File: config.mk
export PLATFORM = sky130hd
export DESIGN_NAME = psum_readout_acc
export DESIGN_NICKNAME = d
export VERILOG_FILES = /design/src/rtl/psum_readout_acc.sv
export SDC_FILE = /design/constraint.sdc
export NUM_CORES = 1
export LEC_CHECK = 0
export ABC_CLOCK_PERIOD_IN_PS = 8790
export CAP_MARGIN = 20
export CORE_AREA = 5 5 237 239
export DETAILED_ROUTE_END_ITERATION = 10
export DIE_AREA = 0 0 242 244
export SYNTH_ARGS = -nofsm -noshare
export SYNTH_HDL_FRONTEND = slang
export SYNTH_SLANG_ARGS = --single-unit
File: constraint.sdc
create_clock -name clk -period 8.79 [get_ports clk]
set_clock_uncertainty 0.1 [all_clocks]
set_input_delay 1.758 -clock clk [delete_from_list [all_inputs] [get_ports clk]]
set_output_delay 1.758 -clock clk [all_outputs]
set_load 0.005 [all_outputs]
File: src/rtl/psum_readout_acc.sv
// psum_readout_acc: walks pmem and sums len_kij partial sums per output pixel.
// Optional RELU_EN macro clamps negative lanes of each finished row to zero.
module psum_readout_acc #(
  parameter int psum_bw = 16,
  parameter int col     = 8,
  parameter int len_kij = 9,
  parameter int len_nij = 36,
  parameter int a_dim   = 6,
  parameter int o_dim   = 4,
  parameter int k_dim   = 3
) (
  input  logic                   clk,
  input  logic                   reset,
  input  logic                   readout_start,
  output logic                   CEN_pmem,
  output logic                   WEN_pmem,
  output logic [10:0]            A_pmem,
  input  logic [psum_bw*col-1:0] Q_pmem,
  output logic [psum_bw*col-1:0] readout,
  output logic                   readout_valid,
  output logic                   busy,
  output logic                   done
);

  localparam int len_onij = o_dim * o_dim;

  typedef enum logic [1:0] {
    IDLE,
    RUN,
    DRAIN
  } state_t;

  state_t state;
  logic [4:0] o;
  logic [3:0] kij;

  logic tag_vld;
  logic tag_first;
  logic tag_last;
  logic tag_end;

  logic signed [psum_bw-1:0] acc [col];
  logic signed [psum_bw-1:0] sum [col];
  logic [psum_bw*col-1:0] post;

  int oi;
  int ki;
  int addr;

  assign WEN_pmem = 1'b1;
  assign CEN_pmem = (state != RUN);

  // Address of the psum feeding (output pixel o, kernel position kij)
  always_comb begin
    oi = int'(o);
    ki = int'(kij);
    addr = ki * len_nij
         + (oi / o_dim + ki / k_dim) * a_dim
         + (oi % o_dim + ki % k_dim);
    A_pmem = (state == RUN) ? 11'(addr) : 11'd0;
  end

  // Lane-wise running sum and output post-processing
  always_comb begin
    sum = '{default: '0};
    post = '0;
    for (int c = 0; c < col; c++) begin
      sum[c] = (tag_first ? '0 : acc[c])
             + $signed(Q_pmem[c*psum_bw +: psum_bw]);
`ifdef RELU_EN
      post[c*psum_bw +: psum_bw] =
        sum[c][psum_bw-1] ? '0 : sum[c];
`else
      post[c*psum_bw +: psum_bw] = sum[c];
`endif
    end
  end

  // Issue FSM: one pmem read per cycle, tags delayed to match Q_pmem
  always_ff @(posedge clk) begin
    if (reset) begin
      state <= IDLE;
      o <= '0;
      kij <= '0;
      tag_vld <= 1'b0;
      tag_first <= 1'b0;
      tag_last <= 1'b0;
      tag_end <= 1'b0;
    end else begin
      tag_vld <= (state == RUN);
      tag_first <= (state == RUN) && (kij == 4'd0);
      tag_last <= (state == RUN)
               && (int'(kij) == len_kij - 1);
      tag_end <= (state == RUN)
              && (int'(kij) == len_kij - 1)
              && (int'(o) == len_onij - 1);
      unique case (state)
        IDLE: begin
          if (readout_start) begin
            state <= RUN;
            o <= '0;
            kij <= '0;
          end
        end
        RUN: begin
          if (int'(kij) == len_kij - 1) begin
            kij <= '0;
            if (int'(o) == len_onij - 1) begin
              state <= DRAIN;
            end else begin
              o <= o + 5'd1;
            end
          end else begin
            kij <= kij + 4'd1;
          end
        end
        DRAIN: state <= IDLE;
        default: state <= IDLE;
      endcase
    end
  end

  // Accumulate returning data and publish each finished row
  always_ff @(posedge clk) begin
    if (reset) begin
      acc <= '{default: '0};
      readout <= '0;
      readout_valid <= 1'b0;
      busy <= 1'b0;
      done <= 1'b0;
    end else begin
      readout_valid <= 1'b0;
      done <= 1'b0;
      if (state == IDLE && readout_start) begin
        busy <= 1'b1;
      end
      if (tag_vld) begin
        acc <= sum;
        if (tag_last) begin
          readout <= post;
          readout_valid <= 1'b1;
        end
        if (tag_end) begin
          done <= 1'b1;
          busy <= 1'b0;
        end
      end
    end
  end

endmodule

Word level (Yosys, flattened, before mapping)
Index checks and enable logic that the tools add are counted.

storage, ports and cells
  bits in latches = 0
  ROM bits = 0
  input bits = 131
  register bits after elaboration = 274
  memories kept = 0
  RAM bits = 0
  output and inout bits = 144
  logic and storage cells = 83

cells by class
  multiplexer cells = 25
  bitwise operators = 1
  divide/modulo/power cells = 2
  reductions and logical operators = 12
  magnitude comparators = 0
  shift-type cells = 0
  equal/unequal tests = 8
  multiply operators = 2
  add/sub/neg operators = 14

operators by type and width
  cell                                                                      number
  16-bit adder                                                              8
  16-bit 2-to-1 mux                                                         8
  4-bit by 32-bit adder with 32-bit output                                  1
  5-bit by 3-bit divider with 32-bit output (second input constant)         1
  5-bit by 3-bit remainder unit with 32-bit output (second input constant)  1
  32-bit by 3-bit multiplier with 10-bit output (second input constant)     1
  11-bit adder                                                              2
  5-bit 2-to-1 mux                                                          3
  3-bit by 11-bit adder with 11-bit output                                  1
  11-bit 2-to-1 mux                                                         1
  5-bit one-hot mux with 2 select lines                                     1
  4-bit by 4-bit multiplier with 8-bit output (second input constant)       1
  4-bit 2-to-1 mux                                                          2
  4-bit one-hot mux with 2 select lines                                     1
  2-bit 2-to-1 mux                                                          3
  2-bit by 1-bit inequality test with 1-bit output (second input constant)  3
  5-bit by 1-bit adder with 5-bit output (second input constant)            1
  5-bit equality test (second input constant)                               1
  1-bit 2-to-1 mux                                                          5
  4-bit by 1-bit adder with 4-bit output (second input constant)            1
  4-bit equality test (second input constant)                               1
  1-bit logical AND                                                         4
  4-bit logical NOT                                                         1
  2-bit inequality test (second input constant)                             2
  other kinds (9)                                                           10

Longest topological paths before layout
Gate-level depths: netlist of the first run.

  depth after elaboration = 6
  depth in mapped cells = 27
  gate-level depth less buffers = 25

Worst setup path before layout of the first run
Ideal clock, no wire load.

  path kind = register to output
  start = reg kij[3]
  end = out A_pmem[9]
  cell stages (with the launch flop) = 28
  buffers on the path = 3
  data required time = 6.932 ns
  arrival = 6.264 ns
  path slack = 0.668 ns
  cell sequence = dfxtp_1 > buf_2 > clkbuf_1 > nor2_1 > ha_1 > a211oi_1 > o21ba_2 > buf_6 > xnor2_1 > ha_1 > a2111oi_2 > nand2_1 > ha_1 > inv_1 > fa_1 > inv_1 > ha_1 > ha_1 > fa_1 > inv_1 > fa_1 > inv_1 > ha_1 > a21oi_1 > o21bai_1 > a2111oi_0 > nor4_1 > nor3_1

on the way
  word-level cells in the longest chain between the ends = 6
  elaborated cells on any way between the ends = 9
  classes of those cells = add/sub (4); mul (2); div (2); mux (1)

ends and longest elaborated chain
  what                                           line  text
  start, declared                                35    logic [3:0] kij;
  start signal, assigned                         114   kij <= kij + 4'd1;
  5-bit by 3-bit divider with 32-bit output      58    + (oi / o_dim + ki / k_dim) * a_dim
  4-bit by 32-bit adder with 32-bit output       58
  32-bit by 3-bit multiplier with 10-bit output  58
  11-bit adder                                   58
  11-bit adder (*)                               59    + (oi % o_dim + ki % k_dim);
  11-bit 2-to-1 mux (*)                          60    A_pmem = (state == RUN) ? 11'(addr) : 11'd0;
  end, declared                                  17    output logic [10:0] A_pmem,

Every way passes the cells marked *; elsewhere a longest branch is shown, timed or not.

Final worst setup path of the first run
  start = reg kij[2]
  end = out A_pmem[10]

The elaborated chain is that of the path after synthesis.

==> results.md, run 1 <==
- Yosys instantiated no cell more often than sky130_fd_sc_hd__dfxtp_1.
- Of the post-synthesis cell area, the dominant cell type holds 29.6%.
- The clock share of power is 43.2%.
- TritonCTS built the clock tree.
- The total via count in the routed design is 17.9k.
- Pin placement for this block handled 275 I/O pins.
- The number of warnings printed during yosys synthesis is 0.
- The final worst hold slack is 344 ps.
- The kind of end point of the critical path is an output pin.
- Yosys attributes the largest share of cell area to sky130_fd_sc_hd__dfxtp_1 (30%), sky130_fd_sc_hd__ha_1 (10%), sky130_fd_sc_hd__a21oi_1 (4.3%).
- The post-synthesis mux area share is 2.70%.
- Dividing the detail-routed via count by the number of cells gives 5.55.
- The total clock buffers created by CTS is 37.
- From synthesis to final layout, the design area changed by 24.6%.
- The startpoint identified for the worst register-to-register timing path is tag_first$_SDFF_PP0_.
- The final weighted congestion in routability-driven placement is 0.827.
- The highest fanout seen on the critical path is 13.
- The area of the core is 53600 um^2.
- The worst setup path is of the reg -> out kind.
- Synthesis instantiated 83 different standard cells from the library.
- Across the run, the number of max-cap violations was 0.
- The combinational power share is 20.1%.
- The detailed-route wire length is 59100 um.
- The setup slack on the worst flop-to-flop path is 5020 ps.
- The max-slew violation total from the final report came to 0.
- After Yosys synthesis, full adders, half adders and majority gates account for 12.3% of the synthesized area.
- The gate count after technology mapping is 2303.
- Entering global routing, the biggest net connects 90 pins.
- Of the total synthesized cell area, the portion taken by XOR and XNOR cells is 3.30%.
- The number of antenna violations at the first check in global routing is 7.
- Measured along the x axis, the die boundary spans 242 um.
- The detailed-router iteration count before antenna repair is 5.
- The largest family of logic cells by synthesized area is simple AND/OR/NAND/NOR gates.
- The first routing iteration left 866 violations.
- The synthesized design contains 0 enable-type register cells.
- The count of H-tree levels built during CTS is 2.
- The later-pin clock latency in the skew report is 550 ps.
- The path depth of the worst reg2reg path is 10.
- The clock passes through at most 3 buffers.
- The number of buffer cells added on primary ports is 273.
- A synthesized cell averages 8.06 um^2.
- The height of the die is 244 um.
- The starting density of the core is 34.6%.
- The first global-routing pass estimated 93400 um of wire.
- The fmax is 0.118 GHz.
- Power spread over the standard cell area amounts to 156 nW/um^2.
- The clock root buffer is sky130_fd_sc_hd__clkbuf_16.
- The number of global-route vias before repair is 17.5k.
- The register bit count reported by yosys is 274.
- The total overflow left after global routing is 0.
- The endpoint required time on the critical path is 6930 ps.
- The share of flip-flops with an asynchronous set or reset after synthesis is 0%.
- The share of total power in sequential cells is 36.6%.
- In this run, post-CTS hold repair placed 0 buffers.
- The final worst slack is 306 ps.
- Data on the critical path arrives at its endpoint at 6630 ps.
- The final period demand of the worst path is 8480 ps.
- In this run the tightest slew margin relative to its limit is 25.9%.
- The leakage power figure is 0.00894 uW.
- The number of placement rows is 85.
- The count of cells in the finished layout, fillers not included, comes to 3217.
- For this design, the sink count on the clock tree is 274.
- The post-route netlist has 5.12% of its cells at a drive strength greater than 1.
- The area of the die is 59000 um^2.
- Once placement completed, the tool counted placed cells totaling 3150.
- The synthesized design spends more area on one cell type than any other, namely sky130_fd_sc_hd__dfxtp_1.
- The final worst-path cycle share is 96.5%.
- The HPWL after detailed placement is 40600 um.
- In this run the remaining antenna-violating nets after routing total 0.
- Of the total synthesized cell area, the portion taken by AND, OR, NAND and NOR gates is 23.7%.
- The mapped cell area is 18600 um^2.
- The highest ir drop seen on vdd is 0.122 mV.
- After detailed routing, the number of remaining DRC violations is 0.
- The endpoint of the worst-slack reg-to-reg timing path is acc[111]$_SDFFE_PP0P_.
- The power dissipated by switching net loads is 1050 uW.
- The final net count is 2797.
- The start point of the critical path is kij[2]$_SDFFE_PP0P_.
- In this run the worst setup path terminates at A_pmem[10].
- The fraction of the mapped netlist area in compound gates is 23.5%.
- The total routing resource utilization after global routing is 19.0%.
- The aggregate negative setup slack is 0 ps.
- The worst hold path belongs to the class reg -> reg.
- The final hold violation count is 0.
- The transition time at the pin with the least slew margin is 1110 ps.
- The final count of negative-setup-slack endpoints is 0.
- The worst setup path is launched from a flop.
- The fill cell instance count of the final layout is 5369.
- The switching share of power is 29.0%.
- In the final routed layout, each cell accounts on average for 18.4 um.
- Cell internal power was estimated by the tool at 2560 uW.
- The clock-pin transition on the worst setup and hold timing paths is 60 ps.
- The most used flip-flop cell after synthesis is sky130_fd_sc_hd__dfxtp_1.
- The run finished with clean final reports.
- Sorting the synthesized cells by how often they occur yields sky130_fd_sc_hd__dfxtp_1 (274), sky130_fd_sc_hd__nand2_1 (199), sky130_fd_sc_hd__nor2_1 (176).
- The post-place setup slack is -6.49 ps.
- Counting every net in the synthesized netlist gives 2606.
- The fraction of the yosys area taken by sequential cells is 29.6%.
flip-flops by register name, summed over array words and instances, names as in the netlist, 2 cells and up:
signal,cells
acc,128
readout,128
o,5
state,2
kij,4
cells in the final DEF, fill, tap and decap left out, types with 80 or more instances in the layout:
| master | instances |
|---|---|
| sky130_fd_sc_hd__dfxtp_1 | 270 |
| sky130_fd_sc_hd__nand3_1 | 105 |
| sky130_fd_sc_hd__nand2_1 | 198 |
| sky130_fd_sc_hd__ha_1 | 153 |
| sky130_fd_sc_hd__nor2_1 | 176 |
| sky130_fd_sc_hd__nor2b_1 | 122 |
| sky130_fd_sc_hd__inv_1 | 89 |
| sky130_fd_sc_hd__o21ai_0 | 80 |
| sky130_fd_sc_hd__a21oi_1 | 159 |
| sky130_fd_sc_hd__clkdlybuf4s50_1 | 271 |
kinds of logic after synthesis:
family                   count (synthesis)
XOR/XNOR                                70
AO/OA/AOI/OAI                          641
flip-flops                             274
AND/OR/NAND/NOR                        862
buffers and inverters                  233
multiplexers                            50
other                                    1
adder cells (fa/ha/maj)                172
power by group through the flow:
stage	Combinational (uW)	Sequential, uW	Clock, uW
2_1_floorplan	523	1330	0
5_1_grt	812	1330	1650
3_5_place_dp	720	1350	0
4_1_cts	726	1320	1610
3_3_place_gp	707	1350	0
6_report	727	1320	1560
critical path: stages, from the launching register on:
cell	delay, ps
sky130_fd_sc_hd__dfxtp_4	400
sky130_fd_sc_hd__inv_4	100
sky130_fd_sc_hd__nor2_1	50
sky130_fd_sc_hd__ha_1	230
sky130_fd_sc_hd__a211oi_2	250
sky130_fd_sc_hd__o21ba_2	210
sky130_fd_sc_hd__xnor2_1	270
sky130_fd_sc_hd__ha_2	280
sky130_fd_sc_hd__a2111oi_4	50
sky130_fd_sc_hd__nand2_1	130
sky130_fd_sc_hd__ha_1	140
sky130_fd_sc_hd__inv_1	40
sky130_fd_sc_hd__fa_1	410
sky130_fd_sc_hd__xnor2_1	150
sky130_fd_sc_hd__ha_1	280
sky130_fd_sc_hd__ha_1	240
sky130_fd_sc_hd__fa_1	540
sky130_fd_sc_hd__inv_1	50
sky130_fd_sc_hd__fa_1	530
sky130_fd_sc_hd__inv_1	50
sky130_fd_sc_hd__ha_1	240
sky130_fd_sc_hd__a211oi_2	290
sky130_fd_sc_hd__o21ai_2	130
sky130_fd_sc_hd__a41oi_2	240
sky130_fd_sc_hd__nor3_1	70
sky130_fd_sc_hd__nor3b_1	180
sky130_fd_sc_hd__clkdlybuf4s50_1	530
cell type report:
type                       instances  area [um^2]  share of cell area [%]
clock buffer                      50         1110                    4.79
multi-input combinational       1796        12300                    53.0
antenna                            3         7.51                  0.0325
sequential                       274         5500                    23.8
timing repair buffer             293         2890                    12.5
inverter                          92          350                    1.52
clock inverter                    13          150                   0.649
tap                              696          871                    3.77
repair_timing:
| item | CTS | global route |
|---|---|---|
| setup endpoints to repair | 3 | 3 |
| buffers inserted | 0 | 1 |
| gates resized for setup | 13 | 8 |
| pin swaps | 2 | 2 |
| cloned | 0 | 0 |
metrics by stage:
stage | area, um^2 | util (%) | total power, uW
floorplan | 18600 | - | 1860
global placement | 21800 | 40.6 | 2050
detailed placement | 21800 | 40.6 | 2070
CTS | 23100 | 43.0 | 3650
global route | 23100 | 43.1 | 3790
finish | 23100 | 43.1 | 3610
how the worst min path moves through the flow:
stage	startpoint	endpoint	slack [ps]	cells after the start
after floorplan	tag_end$_SDFF_PP0_	busy$_SDFF_PP0_	310	1
after global placement	acc[126]$_SDFFE_PP0P_	acc[126]$_SDFFE_PP0P_	330	2
after detailed placement	tag_end$_SDFF_PP0_	busy$_SDFF_PP0_	330	1
after CTS	acc[14]$_SDFFE_PP0P_	acc[14]$_SDFFE_PP0P_	350	2
after global routing	tag_end$_SDFF_PP0_	busy$_SDFF_PP0_	370	1
final	acc[14]$_SDFFE_PP0P_	acc[14]$_SDFFE_PP0P_	340	2
metal layers:
metal  share of wire [%]  GRT usage [%]  wire length, um  vias up
met5               0.059              0               35        -
met4                 3.1           6.92             1830        6
met2                  47           32.3            27600      456
met3                 5.8           4.27             3460       99
met1                  44           23.8            26200     8517
li1                    -              -                -     8791
(Power assumes the default switching activity.)
==> run 2: changes to the inputs <==
--- a/config.mk
+++ b/config.mk
@@ -13,3 +13,4 @@
 export SYNTH_ARGS = -nofsm -noshare
 export SYNTH_HDL_FRONTEND = slang
 export SYNTH_SLANG_ARGS = --single-unit
+export TNS_END_PERCENT = 100
==> results of run 2 <==
No change in the layout: final DEF, timing and power equal those of run 1.
